## src/rtl/pipe_skid_reg_pkg.sv

```systemverilog
// rtl/pipe_skid_reg_pkg.sv - shared pipeline control-field layout and stage helpers
package pipe_skid_reg_pkg;

    // Control-field layout of a decoded instruction; the skid stage itself treats ctrl as opaque.
    localparam int CTRL_FIELD_W = 16;
    localparam int ALU_OP_LSB   = 0;
    localparam int ALU_OP_W     = 4;
    localparam int RD_LSB       = 4;
    localparam int RD_W         = 5;
    localparam int FLAG_LSB     = 9;
    localparam int NUM_FLAGS    = 7;
    localparam int LD_BIT       = 9;
    localparam int STR_BIT      = 10;
    localparam int BYT_BIT      = 11;
    localparam int WE_BIT       = 12;
    localparam int MUL_BIT      = 13;
    localparam int BRN_BIT      = 14;
    localparam int BP_TAKEN_BIT = 15;

    // Source selected for the main entry when it loads.
    typedef enum logic {
        SRC_IN   = 1'b0,
        SRC_SKID = 1'b1
    } main_src_e;

    // Assemble a control word from its fields; flags are ordered ld,str,byt,we,mul,brn,bp_taken.
    function automatic logic [CTRL_FIELD_W-1:0] pack_ctrl(
        input logic [ALU_OP_W-1:0]  alu_op,
        input logic [RD_W-1:0]      rd,
        input logic [NUM_FLAGS-1:0] flags
    );
        logic [CTRL_FIELD_W-1:0] c;
        c = '0;
        c[ALU_OP_LSB +: ALU_OP_W] = alu_op;
        c[RD_LSB +: RD_W]         = rd;
        c[FLAG_LSB +: NUM_FLAGS]  = flags;
        return c;
    endfunction

endpackage

```

## src/rtl/pipe_skid_reg_if.sv

```systemverilog
// rtl/pipe_skid_reg_if.sv - upstream/downstream handshake bundle of the skid stage
interface pipe_skid_reg_if #(
    parameter int PAYLOAD_W = 128,
    parameter int CTRL_W    = 16
);
    logic                 in_valid;
    logic                 in_ready;
    logic [PAYLOAD_W-1:0] in_payload;
    logic [CTRL_W-1:0]    in_ctrl;
    logic                 out_valid;
    logic                 out_ready;
    logic [PAYLOAD_W-1:0] out_payload;
    logic [CTRL_W-1:0]    out_ctrl;

    modport slave (
        input  in_valid, in_payload, in_ctrl, out_ready,
        output in_ready, out_valid, out_payload, out_ctrl
    );

    modport master (
        output in_valid, in_payload, in_ctrl, out_ready,
        input  in_ready, out_valid, out_payload, out_ctrl
    );
endinterface

```

## src/rtl/pipe_skid_reg_entry.sv

```systemverilog
// rtl/pipe_skid_reg_entry.sv - one pipeline entry: valid + payload + ctrl with load/clear
module pipe_skid_entry #(
    parameter int PAYLOAD_W  = 128,
    parameter int CTRL_W     = 16,
    parameter bit CLEAR_DATA = 1'b1
) (
    input  logic                 clk,
    input  logic                 rst_n,
    input  logic                 load_i,
    input  logic                 clr_i,
    input  logic [PAYLOAD_W-1:0] payload_i,
    input  logic [CTRL_W-1:0]    ctrl_i,
    output logic                 valid_o,
    output logic [PAYLOAD_W-1:0] payload_o,
    output logic [CTRL_W-1:0]    ctrl_o
);
    logic                 valid_q;
    logic [PAYLOAD_W-1:0] payload_q;
    logic [CTRL_W-1:0]    ctrl_q;

    // Clear wins over load; ctrl always zeroes on invalidate, payload only when CLEAR_DATA is set.
    always_ff @(posedge clk or negedge rst_n) begin
        if (!rst_n) begin
            valid_q   <= 1'b0;
            payload_q <= '0;
            ctrl_q    <= '0;
        end else if (clr_i) begin
            valid_q <= 1'b0;
            ctrl_q  <= '0;
            if (CLEAR_DATA) begin
                payload_q <= '0;
            end
        end else if (load_i) begin
            valid_q   <= 1'b1;
            payload_q <= payload_i;
            ctrl_q    <= ctrl_i;
        end
    end

    assign valid_o   = valid_q;
    assign payload_o = payload_q;
    assign ctrl_o    = ctrl_q;
endmodule

```

## src/rtl/pipe_skid_reg.sv

```systemverilog
// rtl/pipe_skid_reg.sv - two-entry registered skid stage between decode and execute
module pipe_skid_reg
    import pipe_skid_reg_pkg::*;
#(
    parameter int PAYLOAD_W  = 128,
    parameter int CTRL_W     = 16,
    parameter bit CLEAR_DATA = 1'b1,
    parameter int CNT_W      = 16
) (
    input  logic              clk,
    input  logic              rst_n,
    pipe_skid_reg_if.slave    bus,
    input  logic              flush,
    input  logic              clr_cnt,
    output logic [1:0]        occ,
    output logic [CNT_W-1:0]  stall_cnt
);
    localparam logic [CNT_W-1:0] CNT_MAX = '1;

    logic                 main_valid, skid_valid;
    logic [PAYLOAD_W-1:0] main_payload, skid_payload, main_din_payload;
    logic [CTRL_W-1:0]    main_ctrl, skid_ctrl, main_din_ctrl;
    logic                 main_load, main_clr, skid_load, skid_clr;
    main_src_e            main_src;
    logic                 main_valid_d, skid_valid_d;
    logic                 in_ready_q, in_ready_d;
    logic [1:0]           occ_q, occ_d;
    logic [CNT_W-1:0]     stall_q, stall_d;
    logic                 accept, consume;

    assign accept  = bus.in_valid & in_ready_q;
    assign consume = main_valid & bus.out_ready;

    // Decide entry moves; skid only ever holds the younger entry, so FIFO order is preserved.
    always_comb begin
        main_load = 1'b0;
        main_clr  = 1'b0;
        skid_load = 1'b0;
        skid_clr  = 1'b0;
        main_src  = SRC_IN;
        if (flush) begin
            main_clr = 1'b1;
            skid_clr = 1'b1;
        end else if (consume && skid_valid) begin
            main_load = 1'b1;
            main_src  = SRC_SKID;
            skid_load = accept;
            skid_clr  = ~accept;
        end else if (consume || !main_valid) begin
            main_load = accept;
            main_clr  = ~accept;
        end else begin
            skid_load = accept;
        end
    end

    assign main_din_payload = (main_src == SRC_SKID) ? skid_payload : bus.in_payload;
    assign main_din_ctrl    = (main_src == SRC_SKID) ? skid_ctrl    : bus.in_ctrl;

    pipe_skid_entry #(
        .PAYLOAD_W (PAYLOAD_W),
        .CTRL_W    (CTRL_W),
        .CLEAR_DATA(CLEAR_DATA)
    ) u_main (
        .clk      (clk),
        .rst_n    (rst_n),
        .load_i   (main_load),
        .clr_i    (main_clr),
        .payload_i(main_din_payload),
        .ctrl_i   (main_din_ctrl),
        .valid_o  (main_valid),
        .payload_o(main_payload),
        .ctrl_o   (main_ctrl)
    );

    pipe_skid_entry #(
        .PAYLOAD_W (PAYLOAD_W),
        .CTRL_W    (CTRL_W),
        .CLEAR_DATA(CLEAR_DATA)
    ) u_skid (
        .clk      (clk),
        .rst_n    (rst_n),
        .load_i   (skid_load),
        .clr_i    (skid_clr),
        .payload_i(bus.in_payload),
        .ctrl_i   (bus.in_ctrl),
        .valid_o  (skid_valid),
        .payload_o(skid_payload),
        .ctrl_o   (skid_ctrl)
    );

    // Next-state valids feed registered in_ready and occ so neither depends on out_ready combinationally.
    always_comb begin
        main_valid_d = main_load | (main_valid & ~main_clr);
        skid_valid_d = skid_load | (skid_valid & ~skid_clr);
        in_ready_d   = ~skid_valid_d;
        occ_d        = {1'b0, main_valid_d} + {1'b0, skid_valid_d};
    end

    // Occupancy and upstream ready registers.
    always_ff @(posedge clk or negedge rst_n) begin
        if (!rst_n) begin
            in_ready_q <= 1'b1;
            occ_q      <= 2'd0;
        end else begin
            in_ready_q <= in_ready_d;
            occ_q      <= occ_d;
        end
    end

    // Saturating stall counter; clear wins over increment.
    always_comb begin
        stall_d = stall_q;
        if (clr_cnt) begin
            stall_d = '0;
        end else if (main_valid && !bus.out_ready && stall_q != CNT_MAX) begin
            stall_d = stall_q + 1'b1;
        end
    end

    // Stall counter register.
    always_ff @(posedge clk or negedge rst_n) begin
        if (!rst_n) begin
            stall_q <= '0;
        end else begin
            stall_q <= stall_d;
        end
    end

    assign bus.in_ready    = in_ready_q;
    assign bus.out_valid   = main_valid;
    assign bus.out_payload = main_payload;
    assign bus.out_ctrl    = main_ctrl;
    assign occ             = occ_q;
    assign stall_cnt       = stall_q;
endmodule

```

## src/flat_wrapper.sv

```systemverilog
// flat-port wrapper written by rule: the top's interface ports become plain ports
module pipe_skid_reg_flat import pipe_skid_reg_pkg::*;
#(
    parameter int PAYLOAD_W  = 128,
    parameter int CTRL_W     = 16,
    parameter bit CLEAR_DATA = 1'b1,
    parameter int CNT_W      = 16
)
  (clk, rst_n, flush, clr_cnt, occ, stall_cnt, bus_in_valid, bus_in_payload, bus_in_ctrl, bus_out_ready, bus_in_ready, bus_out_valid, bus_out_payload, bus_out_ctrl);
  pipe_skid_reg_if #(.PAYLOAD_W(PAYLOAD_W), .CTRL_W(CTRL_W)) bus_i ();
  input  logic clk;
  input  logic rst_n;
  input  logic flush;
  input  logic clr_cnt;
  output logic [1:0] occ;
  output logic [CNT_W-1:0] stall_cnt;
  input wire logic [$bits(bus_i.in_valid)-1:0] bus_in_valid;
  input wire logic [$bits(bus_i.in_payload)-1:0] bus_in_payload;
  input wire logic [$bits(bus_i.in_ctrl)-1:0] bus_in_ctrl;
  input wire logic [$bits(bus_i.out_ready)-1:0] bus_out_ready;
  output wire logic [$bits(bus_i.in_ready)-1:0] bus_in_ready;
  output wire logic [$bits(bus_i.out_valid)-1:0] bus_out_valid;
  output wire logic [$bits(bus_i.out_payload)-1:0] bus_out_payload;
  output wire logic [$bits(bus_i.out_ctrl)-1:0] bus_out_ctrl;
  assign bus_i.in_valid = bus_in_valid;
  assign bus_i.in_payload = bus_in_payload;
  assign bus_i.in_ctrl = bus_in_ctrl;
  assign bus_i.out_ready = bus_out_ready;
  assign bus_in_ready = bus_i.in_ready;
  assign bus_out_valid = bus_i.out_valid;
  assign bus_out_payload = bus_i.out_payload;
  assign bus_out_ctrl = bus_i.out_ctrl;
  pipe_skid_reg #(.PAYLOAD_W(PAYLOAD_W), .CTRL_W(CTRL_W), .CLEAR_DATA(CLEAR_DATA), .CNT_W(CNT_W)) u_core (.clk(clk), .rst_n(rst_n), .bus(bus_i), .flush(flush), .clr_cnt(clr_cnt), .occ(occ), .stall_cnt(stall_cnt));
endmodule
```

## config.mk

```make
export PLATFORM = sky130hd
export DESIGN_NAME = pipe_skid_reg_flat
export DESIGN_NICKNAME = d
export VERILOG_FILES = /design/src/rtl/pipe_skid_reg_pkg.sv /design/src/rtl/pipe_skid_reg_if.sv /design/src/rtl/pipe_skid_reg_entry.sv /design/src/rtl/pipe_skid_reg.sv /design/src/flat_wrapper.sv
export SDC_FILE = /design/constraint.sdc
export NUM_CORES = 1
export LEC_CHECK = 0
export BUFFER_PORTS_ARGS = -buffer_cell sky130_fd_sc_hd__buf_2
export CAP_MARGIN = 0
export CORE_MARGIN = 2
export CORE_UTILIZATION = 58
export CTS_CLUSTER_DIAMETER = 200
export DETAILED_ROUTE_END_ITERATION = 12
export HOLD_SLACK_MARGIN = 0.15
export PLACE_DENSITY = 0.86
export SLEW_MARGIN = 20
export SYNTH_ARGS = -nofsm -noshare
export SYNTH_HDL_FRONTEND = slang
export SYNTH_SLANG_ARGS = --single-unit
```

## constraint.sdc

```tcl
create_clock -name clk -period 2.6 [get_ports clk]
set_input_delay 0.13 -clock clk [delete_from_list [all_inputs] [get_ports clk]]
set_output_delay 0.13 -clock clk [all_outputs]
set_load 0.005 [all_outputs]
```

==> summary by stage, run 1 <==
Synthesis
The cell count after synthesis came out at 1067. The post-synthesis register bit count is 309. In the synthesized netlist the dominant register cell turns out to be dfrtp_1.

The post-synthesis sequential area ratio is 60.5%. The cell area after synthesis is 0.0128 mm^2. The number of synthesized flops with an enable pin is 0.

For this run, the number of Yosys warnings is 0. A synthesized cell averages 12.0 um^2. The synthesized netlist contains 44 unique library cells. The post-synth net total is 1219. The share of flip-flops with an asynchronous set or reset after synthesis is 100%.

Routing
Once detail routing completed, the nets flagged for antenna violations numbered 0. The DRC violation count after routing is 0. The average vias per placed instance is 6.08. The routed length per placed instance is 21.8 um.

The overall via count from detail_route is 11000. For this block, the routed nets add up to 39300 um of wire. For this run, the detailed router's first-pass iteration total came to 5. For this block, the initial DRC count from the detailed router was 881.

Floorplanning
The initial core utilization is 58.8%. The die is 153 um wide. The number of placement rows is 54. The die footprint is 0.0233 mm^2. The core region area is 0.0218 mm^2. The number of placed I/O pins is 314. The die height is 153 um.

Critical path
In this run the critical register-to-register path is captured at u_core.u_skid.payload_o[77]$_DFFE_PN0P_. The depth of the worst register-to-register path is 6. Of all nets on the critical path, the largest fanout is 41. The class of the most critical setup path is register to register. The startpoint of the worst-slack reg-to-reg timing path is u_core.bus.in_ready$_DFF_PN1_. The data arrival time of the critical path is 2860 ps. STA classifies the critical path startpoint as a register. The required arrival time at the worst endpoint is 3020 ps. STA classifies the critical path endpoint as a register. The setup check on the worst reg-to-reg path leaves a slack of 160 ps.

Place
The post-place setup slack is 547 ps. In this run the cell area measured after placement is 0.0145 mm^2. Summed over all nets, the half-perimeter wirelength after detailed placement is 20600 um. The post-placement cell count is 1595. The number of port buffers is 313. The routability-driven placement congestion ratio is 0.839.

Cells and area
The synthesis-to-layout area growth is 34.1%. The core utilization of the finished layout is 78.8%. Cells with a size suffix above 1 make up 26.0% of the layout.

The total number of nets in the final design is 1651. Once layout is complete, the cells apart from fillers number 1804. The summed area of non-filler cells in the final layout is 0.0172 mm^2.

Min path
The path class of the tightest hold or removal check is primary input to async pin.

STA
The worst path needs 2440 ps of the cycle, external delays included. The max-slew violation count came to 0. At the pin with the least slew margin, the transition time is 865 ps. The final number of hold-violating endpoints is 0. The minimum setup slack in the final design is 160 ps.

Derived from the worst setup path, the maximum achievable clock frequency is 410 MHz. The tightest slew margin relative to the limit is 42.4%. The final critical path takes up 93.8% of the cycle.

Summed over all failing endpoints, the final setup total negative slack is 0 ps. The number of endpoints failing setup at the final stage is 0. Hold timing on the final database bottoms out at a slack of 198 ps. Clock skew on the completed layout was measured at 12.4 ps. Setup repair after global routing left no endpoint under its margin.

Job
Max-cap violations in this run came to 0.

Clock tree
After clock tree synthesis, the setup repair step added 0 buffers. Counting the buffers created by CTS gives 31. CTS built an H-tree with a depth of 1. The clock network latency to the later pin of the worst-skew pair is 550 ps. The count of clock tree sinks is 309.

Clock tree synthesis selected as its root buffer the cell clkbuf_16. Clock-pin slew was measured on the worst setup and hold paths at 60 ps. The maximum number of buffers from clock root to sink is 3. TritonCTS built the clock tree.

GRT
The number of global-route vias before repair came to 11500. The maximum number of pins on one net before global-route repair is 94. The first-pass GRT wire length is 61800 um. Across every metal layer, demand over resource in global routing totals 32.7%. The number of antenna violations at the first check in global routing came to 4. The overall overflow remaining after global route is 0.

Run status
The flow ran to the end, and the final reports show no timing, DRC or antenna violations.

Pwr
Power spread over the standard cell area amounts to 631 mW/mm^2. The sum of internal, switching and leakage power is 10.8 mW. The worst voltage drop across the vdd grid is 574 uV. The total leakage power is 9.46 nW.
==> report_power, final <==
group / switching [mW] / leakage [nW] / total [mW] / internal (mW)
logic: 0.550 / 4.71 / 1.03 / 0.479
registers: 0.116 / 4.22 / 5.10 / 4.99
clock network: 1.91 / 0.519 / 4.68 / 2.78
total: 2.57 / 9.46 / 10.8 / 8.24
==> worst max-delay path by stage <==
stage | endpoint | slack, ps | depth (start not counted) | startpoint
floorplan | u_core.occ[0]$_DFF_PN0_ | 880 | 7 | u_core.bus.in_ready$_DFF_PN1_
global route | u_core.u_skid.payload_o[77]$_DFFE_PN0P_ | 60 | 6 | u_core.bus.in_ready$_DFF_PN1_
detailed placement | u_core.u_main.payload_o[127]$_DFFE_PN0P_ | 550 | 4 | u_core.u_main.valid_o$_DFFE_PN0P_
finish | u_core.u_skid.payload_o[77]$_DFFE_PN0P_ | 160 | 6 | u_core.bus.in_ready$_DFF_PN1_
global placement | u_core.u_skid.payload_o[49]$_DFFE_PN0P_ | 620 | 5 | u_core.bus.in_ready$_DFF_PN1_
CTS | u_core.u_skid.payload_o[77]$_DFFE_PN0P_ | 100 | 6 | u_core.bus.in_ready$_DFF_PN1_
==> repair_timing <==
action,4_1_cts,5_1_grt
hold endpoints to repair,503,0
endpoints found under the setup margin,0,1
hold buffers,150,0
gates resized for setup,0,1
==> flip-flops by register name (all words and copies together), names as in the netlist <==
| register | count |
|---|---|
| u_core.u_main.ctrl_o | 16 |
| u_core.u_main.payload_o | 128 |
| u_core.u_skid.valid_o | 1 |
| u_core.u_skid.payload_o | 128 |
| u_core.bus.in_ready | 1 |
| u_core.stall_cnt | 16 |
| u_core.u_skid.ctrl_o | 16 |
| u_core.u_main.valid_o | 1 |
| u_core.occ | 2 |
==> layout by cell type, fill, tap and decap left out, drive strengths merged, types with 2 or more instances in the layout <==
cell | Yosys | layout
nand4 | 9 | 9
bufinv | 0 | 4
dfrtp | 308 | 308
nand3 | 5 | 5
a22o | 143 | 143
nor3 | 4 | 4
nor3b | 2 | 2
buf | 70 | 333
or3 | 3 | 3
nand2b | 2 | 2
or4 | 6 | 6
o41ai | 2 | 2
nor2 | 14 | 14
mux2i | 144 | 144
diode | 0 | 3
a21oi | 11 | 11
clkinvlp | 0 | 2
clkinv | 0 | 6
o21ai | 147 | 147
and3 | 4 | 4
nand2 | 150 | 150
mux2 | 3 | 3
ha | 2 | 2
and4 | 2 | 2
or2 | 2 | 2
dlygate4sd3 | 0 | 150
clkbuf | 15 | 44
o31ai | 4 | 4
nor2b | 4 | 4
==> layer usage <==
layer	up-vias	track usage (%)	share of wire, %
met5	-	0	0.031
met4	2	12.9	4.1
met3	129	6.91	7.5
met2	609	55.8	51
met1	5519	41.3	38
li1	4716	-	-
==> cell families (layout without fill, tap and decap cells) <==
group | after synthesis | count (layout) | share of synthesized area (%)
AOI/OAI and AO/OA | 312 | 312 | 16.7
adders and majority gates | 2 | 2 | 0.196
buffers and inverters | 86 | 540 | 3.64
DFF | 309 | 309 | 60.5
muxes | 147 | 147 | 11.6
other | 0 | 3 | 0
and+or+nand+nor | 211 | 211 | 7.44
==> worst max-delay path: stages, from the launching register on <==
cell,delay (ps)
dfstp_2,540
and3b_1,280
and3_4,410
buf_16,270
mux2i_1,210
nor2_1,40
dlygate4sd3_1,550
==> synthesized netlist by cell type (8+ instances only) <==
master,n,area [um^2]
buf_2,54,270
a21oi_1,11,55.1
o21ai_1,73,365
a22o_1,143,1250
dfrtp_1,308,7710
clkbuf_1,15,56.3
nand4_1,9,56.3
nand2_1,150,563
o21ai_0,74,370
buf_6,8,90.1
nor2_1,13,48.8
mux2i_1,144,1440
==> area by class of cell <==
type / count / area (um^2)
Clock buffer: 43 / 891
Clock inverter: 12 / 173
Inverter: 1 / 3.75
Multi-Input combinational cell: 672 / 4610
Antenna cell: 3 / 7.51
Fill cell: 1230 / 4600
Sequential cell: 309 / 7730
Timing Repair Buffer: 484 / 3390
Tap cell: 280 / 350
No activity file was read; power rests on OpenSTA's default activity.
==> inputs of run 2 (changes only) <==
CORE_UTILIZATION = 59   (was 58)
RECOVER_POWER = 100   (was default)
SYNTH_HIERARCHICAL = 1   (was default)
==> summary by stage, run 2 <==
STA
The tightest slew margin relative to the limit is -29.3% (-72 points). The post-layout minimum cycle time is 2310 ps (-129 ps). The setup total negative slack came to 0 ps (unchanged). The achievable frequency is 433 MHz (+5.6%). The part of the cycle the worst path needs is 88.9% (-5.0 points).

The max-slew violation count was 66 (+66). The final number of hold-violating endpoints is 0 (unchanged). The clock tree skew after final layout is 12.1 ps (-0.249 ps). Setup repair after global routing left no endpoint under its margin. The actual slew at the worst max-slew pin was 1940 ps (+1070 ps). The number of endpoints failing setup at the final stage came to 0 (unchanged).

Critical path
The class of the most critical setup path is register to register. The startpoint kind of the worst setup timing path is a register. The element type at the critical path end is a register.

The required arrival time at the worst endpoint is 3000 ps (-20 ps). The largest individual stage delay along the critical path comes from the cell dfrtp_1. Walking the worst path, the cells encountered are nand2_1 -> or3_1 -> buf_12 -> clkbuf_2 -> mux2_2 -> mux2i_1 -> nor2_1. The data arrival time of the critical path is 2710 ps (-150 ps). The peak fanout along the critical path is 36 (-12%). The largest stage delay on the critical path is 470 ps (-80 ps).

Synthesis
The cell area after synthesis is 0.0144 mm^2 (+13%). The flip-flop cell with the highest count after synthesis is dfrtp_1. The post-synthesis compound-gate area fraction was 0.833% (-16 points). In the synthesized netlist, the cells that appear most often are 308 x dfrtp_1, 308 x nor2_1, 289 x mux2i_1.

The combinational family with the most area after synthesis is multiplexers. The post-synthesis register bit count came to 309 (unchanged). The distinct cell type count after synthesis is 37 (-16%). The library cell with the largest summed area after synthesis is dfrtp_1. The area fraction of the dominant cell type after synthesis is 53.5% (-6.8 points). The adder and majority gate portion of the synthesized area was 0.174% (-0.022 points). The post-synthesis average cell area is 11.9 um^2 (-0.37%). The parity-gate share of the synthesized area counting xor and xnor cells is 0.790% (+0.79 points). The share of flip-flops with an asynchronous set or reset after synthesis is 100% (unchanged). The synthesized netlist cell count is 1207 (+13%). The multiplexer share of the synthesized area is 31.3% (+20 points). The area fraction in and, or, nand and nor cells after synthesis is 9.57% (+2.1 points).

After synthesis, the cell types taking the most area are dfrtp_1 53%, mux2i_1 20%, mux2_2 11%, nor2_1 8.0%, buf_4 1.0%. The post-synth net total came to 1359 (+11%). The number of synthesized flops with an enable pin was 0 (unchanged).

The number of warnings reported in the yosys synthesis log is 6 (+6). The post-synthesis sequential area ratio is 53.6% (-6.8 points).

Cells and area
The number of inserted diodes is 0 (-3). The fraction of layout instances using a drive strength above 1 was 26.5% (+0.52 points). The core utilization of the finished layout is 77.1% (-1.7 points). The non-filler instance count after layout is 1989 (+10%). The synthesis-to-layout area growth is 29.3%. The top cell types in the final layout, fill and taps aside, are 309 x nor2_1, 308 x dfrtp_1, 289 x mux2i_1. The total number of nets in the final design is 1795 (+8.7%). The commonest non-fill, non-tap cell in the layout is nor2_1.

The summed area of non-filler cells in the final layout was 0.0186 mm^2 (+8.7%).

Clock tree
The CTS tree is built. The number of CTS-inserted buffers was 31 (unchanged). The clock-pin slew on the worst setup and hold paths is 60 ps (about the same). The post-CTS setup repair buffer count is 0 (unchanged). CTS placed an instance of clkbuf_16 at the clock tree root. The number of hold buffers added after CTS is 148 (-1.3%). The post-cts resize count is 0 (unchanged). The number of levels in the clock H-tree is 1 (unchanged).

The maximum number of buffers from clock root to sink is 3 (unchanged). The count of clock tree sinks is 309 (unchanged). The clock network latency to the later pin of the worst-skew pair is 550 ps (about the same).

Run status
The checks that failed: max-capacitance violations, max-slew violations. The run finished, with violations left.

Pwr
The total leakage power was 8.51 nW (-10%). The worst voltage drop across the vdd grid came to 456 uV (-21%). The power per cell area is 560 mW/mm^2 (-11%).

Job
The max-cap violation count came to 1 (+1).

Floorplanning
The number of placed I/O pins is 314 (unchanged). The core region area is 0.0242 mm^2 (+11%). The initial core utilization is 59.6% (+0.83 points). The die height came to 160 um (+5.1%). The die footprint is 0.0257 mm^2 (+11%).

The number of placement rows is 57 (+5.6%). The die span in x was 160 um (+5.1%).

GRT
The overall overflow remaining after global route is 0 (unchanged). The number of global-route vias before repair was 12400 (+7.6%). The maximum number of pins on one net before global-route repair is 77 (-18%). The global router's overall resource usage is 32.3% (-0.42 points). The first-pass GRT wire length is 66400 um (+7.5%). The number of antenna violations at the first check in global routing was 0 (-4).

Routing
The number of iterations in the first detailed-routing pass came to 5 (unchanged). The average vias per placed instance is 5.73 (-5.8%). The number of routed nets with antenna violations is 0 (unchanged). The first-iteration detailed-routing DRC count is 808 (-8.3%). The DRC violation count after routing is 0 (unchanged). The routed length per placed instance is 21.0 um (-3.9%). The overall via count from detail_route is 11400 (+3.9%). The wire length after detailed routing came to 41700 um (+5.9%).

Place
The post-placement cell count is 1786 (+12%). The placement-stage cell area came to 0.0163 mm^2 (+12%). The number of port buffers is 313 (unchanged). The routability-driven placement congestion ratio is 0.850 (+1.3%).

The HPWL after detailed placement was 22300 um (+8.1%).

Min path
The worst hold path belongs to the class primary input to register.
run 2: worst paths after layout:
path / slack [ps] / cells past startpoint / start / endpoint
max in group asynchronous: 560 / 3 / rst_n / u_core/u_skid/payload_o[111]$_DFFE_PN0P_
worst min-delay path: 250 / 4 / bus_in_valid / u_core/bus.in_ready$_DFF_PN1_
worst min register to register: 520 / 2 / u_core/u_main/payload_o[4]$_DFFE_PN0P_ / u_core/u_main/payload_o[4]$_DFFE_PN0P_
worst max-delay path: 290 / 7 / u_core/u_main/valid_o$_DFFE_PN0P_ / u_core/u_main/payload_o[18]$_DFFE_PN0P_
min in group asynchronous: 680 / 2 / rst_n / u_core/u_main/payload_o[101]$_DFFE_PN0P_
worst max register to register: 290 / 7 / u_core/u_main/valid_o$_DFFE_PN0P_ / u_core/u_main/payload_o[18]$_DFFE_PN0P_
run 2: where the power goes:
part / switching (mW) / internal (mW) / leakage (nW)
Combinational: 0.542 / 0.499 / 3.72
Clock: 1.85 / 2.63 / 0.506
Sequential: 0.0454 / 4.88 / 4.29
Total: 2.44 / 8.00 / 8.51
run 2: cells by family after synthesis:
kind of cell,count (synthesis)
muxes,433
and+or+nand+nor,345
DFF,309
buffers and inverters,90
AOI/OAI and AO/OA,15
xor gates and xnor gates,13
adders and majority gates,2
run 2: critical path: cells and delay by family (launching register included):
| family | cells | cell delay (ps) |
|---|---|---|
| simple gates | 3 | 680 |
| mux | 2 | 540 |
| flops | 1 | 470 |
| buf+inv | 2 | 470 |
run 2: stage by stage:
stage               setup slack, ps  hold WS [ps]  total power, mW
floorplan                       710          -166             5.43
global placement                624           137             5.81
detailed placement              534           136             5.83
CTS                             511           157             10.4
global route                    192           258             10.8
finish                          290           245             10.4
run 2: layer usage:
layer  global-route usage [%]  vias up  routed length, um
met3                     7.08      133               3090
li1                         -     4976                  -
met5                        0        -                  0
met4                     12.9        0               1610
met1                     39.3     5727              16000
met2                     56.4      566              20900
run 2: layout make-up:
| cell class | instances | area, um^2 |
|---|---|---|
| sequential | 309 | 7730 |
| clock inverter | 9 | 97.6 |
| inverter | 7 | 28.8 |
| fill | 1416 | 5540 |
| multi-input combinational | 808 | 6150 |
| tap | 324 | 405 |
| timing repair buffer | 486 | 3300 |
| clock buffer | 46 | 922 |
==> inputs of run 3 (changes only) <==
CAP_MARGIN = default   (was 0)
PLACE_DENSITY = 0.93   (was 0.86)
==> summary by stage, run 3 (synthesized netlist as in run 2, its figures left out) <==
Floorplanning
The die span in x is 160 um (unchanged). The die footprint came to 0.0257 mm^2 (unchanged). The initial core utilization is 59.6% (unchanged). The core region area is 0.0242 mm^2 (unchanged). The number of placed I/O pins came to 314 (unchanged). The number of placement rows is 57 (unchanged). The die height is 160 um (unchanged).

GRT
The number of antenna violations at the first check in global routing is 1 (+1). The maximum number of pins on one net before global-route repair was 82 (+6.5%). The global router's overall resource usage is 33.8% (+1.5 points). The number of global-route vias before repair was 12600 (+2.2%). The overall overflow remaining after global route is 0 (unchanged). The first-pass GRT wire length is 68900 um (+3.7%).

Critical path
The startpoint kind of the worst setup timing path is a register. The class of the most critical setup path is register to register. The reg-to-reg setup timing slack is 170 ps (-120 ps). The worst register-to-register path begins at u_core/bus.in_ready$_DFF_PN1_. The worst register-to-register path ends at u_core/u_skid/payload_o[9]$_DFFE_PN0P_. The peak fanout along the critical path was 21 (-42%). The depth of the worst register-to-register path was 6 (-1).

The data arrival time of the critical path is 2750 ps (+40 ps). The required arrival time at the worst endpoint came to 2920 ps (-80 ps). The worst setup path is captured at a register.

Clock tree
The post-CTS setup repair buffer count was 0 (unchanged). The maximum number of buffers from clock root to sink is 3 (unchanged). The clock network latency to the later pin of the worst-skew pair is 500 ps (-50 ps). The number of levels in the clock H-tree is 2 (+1). The number of CTS-inserted buffers came to 34 (+9.7%). The clock-pin slew on the worst setup and hold paths came to 60 ps (about the same). TritonCTS built the clock tree.

The count of clock tree sinks is 309 (unchanged). In this run the clock root is driven by a clkbuf_16.

Routing
The DRC violation count after routing is 0 (unchanged). The first-iteration detailed-routing DRC count came to 1117 (+38%). The number of routed nets with antenna violations is 0 (unchanged). The average vias per placed instance is 5.86 (+2.2%). The routed length per placed instance was 21.8 um (+4.1%). The wire length after detailed routing is 43500 um (+4.5%).

The number of iterations in the first detailed-routing pass is 5 (unchanged). The overall via count from detail_route is 11700 (+2.7%).

STA
The number of endpoints failing setup at the final stage is 0 (unchanged). The part of the cycle the worst path needs was 93.4% (+4.5 points). The final number of hold-violating endpoints is 0 (unchanged). The post-layout minimum cycle time is 2430 ps (+117 ps). The clock tree skew after final layout is 12.1 ps (+0.0178 ps). The setup total negative slack is 0 ps (unchanged). The achievable frequency was 412 MHz (-4.8%). The max-slew violation count is 78 (+18%).

The actual slew at the worst max-slew pin came to 2020 ps (+77.0 ps). Setup repair after global routing left no endpoint under its margin. The minimum setup slack in the final design is 172 ps (-117 ps). The tightest slew margin relative to the limit came to -34.4% (-5.1 points).

Place
The post-place setup slack came to 390 ps (-144 ps). The HPWL after detailed placement is 23800 um (+6.5%). The routability-driven placement congestion ratio is 0.832 (-2.0%). The number of port buffers is 313 (unchanged).

Run status
The run finished, with violations left. The checks that failed: max-capacitance violations, max-slew violations.

Cells and area
The area of all sequential standard cells is 0.00773 mm^2 (unchanged). The number of inserted filler cells in the final layout was 1330 (-6.1%). The fraction of layout instances using a drive strength above 1 is 26.1% (-0.41 points). The total number of nets in the final design is 1801 (+0.33%).

The core utilization of the finished layout is 77.7% (+0.64 points). The top cell types in the final layout, fill and taps aside, are 309 x nor2_1, 308 x dfrtp_1, 289 x mux2i_1. The synthesis-to-layout area growth is 30.4%.

The area of the multi-input gates came to 0.00614 mm^2 (-0.10%). The library cell used most frequently in the layout, excluding fill and tap cells, is nor2_1.

Min path
The worst hold path begins at bus_in_valid. The path type of the worst min-delay path is primary input to register. The hold-critical path depth came to 4 (unchanged). The endpoint of the worst hold path is u_core/bus.in_ready$_DFF_PN1_.

Pwr
The worst voltage drop across the vdd grid is 476 uV (+4.4%). The power per cell area is 582 mW/mm^2 (+3.9%). The total leakage power is 8.59 nW (+0.87%).

Job
The max-cap violation count is 1 (unchanged).
==> run 3: cell types whose count changed in the layout (fill, tap and decap cells not counted), sizes merged <==
| cell | before | now |
|---|---|---|
| clkbuf | 147 | 159 |
| diode | 0 | 1 |
| bufinv | 2 | 3 |
| buf | 237 | 232 |
| clkinv | 6 | 5 |
==> run 3: worst max-delay path: stages (launching register included) <==
cell and delay, ps:
dfstp_2 530, nand2_1 140, nor3_2 410, buf_12 260, clkbuf_2 490, mux2i_1 310
nor2_1 80
==> run 3: worst max-delay path by stage <==
stage,from,end,slack [ps],depth (start not counted)
3_3_place_gp,u_core/u_main/valid_o$_DFFE_PN0P_,u_core/u_main/ctrl_o[5]$_DFFE_PN0P_,460,6
3_5_place_dp,u_core/u_main/valid_o$_DFFE_PN0P_,u_core/u_main/payload_o[21]$_DFFE_PN0P_,390,6
5_1_grt,u_core/u_main/valid_o$_DFFE_PN0P_,u_core/u_main/payload_o[103]$_DFFE_PN0P_,90,6
6_report,u_core/bus.in_ready$_DFF_PN1_,u_core/u_skid/payload_o[9]$_DFFE_PN0P_,170,6
2_1_floorplan,u_core/u_main/valid_o$_DFFE_PN0P_,u_core/u_main/ctrl_o[0]$_DFFE_PN0P_,710,8
4_1_cts,u_core/u_main/valid_o$_DFFE_PN0P_,u_core/u_main/ctrl_o[11]$_DFFE_PN0P_,330,6
==> run 3: cell type report <==
class / instances / share of cell area [%]
Clock buffer: 50 / 5.45
Tap cell: 324 / 2.16
Timing Repair Buffer: 489 / 17.7
Clock inverter: 9 / 0.672
Sequential cell: 309 / 41.2
Inverter: 7 / 0.153
Multi-Input combinational cell: 808 / 32.7
Antenna cell: 1 / 0.0133
==> run 3: what timing repair did <==
| item | 4_1_cts | 5_1_grt |
|---|---|---|
| hold buffers | 148 | 0 |
| hold endpoints to repair | 441 | 0 |
| resized for setup | 0 | 0 |
==> run 3: where the power goes <==
part           total, mW  leakage [nW]  internal [mW]  switching (mW)
sequential          4.92          4.29           4.88          0.0470
combinational       1.06          3.73          0.506           0.553
clock               4.96         0.564           3.03            1.93
total               10.9          8.59           8.41            2.53
==> run 3: per-stage QoR <==
step | cell area (um^2) | hold WS [ps] | power, mW | cells
after global routing | 18800 | 335 | 11.3 | 1997
after global placement | 16400 | 181 | 5.82 | 1789
after CTS | 19000 | 262 | 11.0 | 1996
after detailed placement | 16400 | 189 | 5.85 | 1789
final | 18800 | 302 | 10.9 | 1997
after floorplan | 14400 | -166 | 5.43 | 1207
==> run 3: per-layer routing <==
metal / GRT usage (%) / share of wire (%)
met3: 7.88 / 8.2
met1: 40.9 / 37
met4: 13.6 / 3.7
met2: 58.7 / 51
met5: 0 / 0
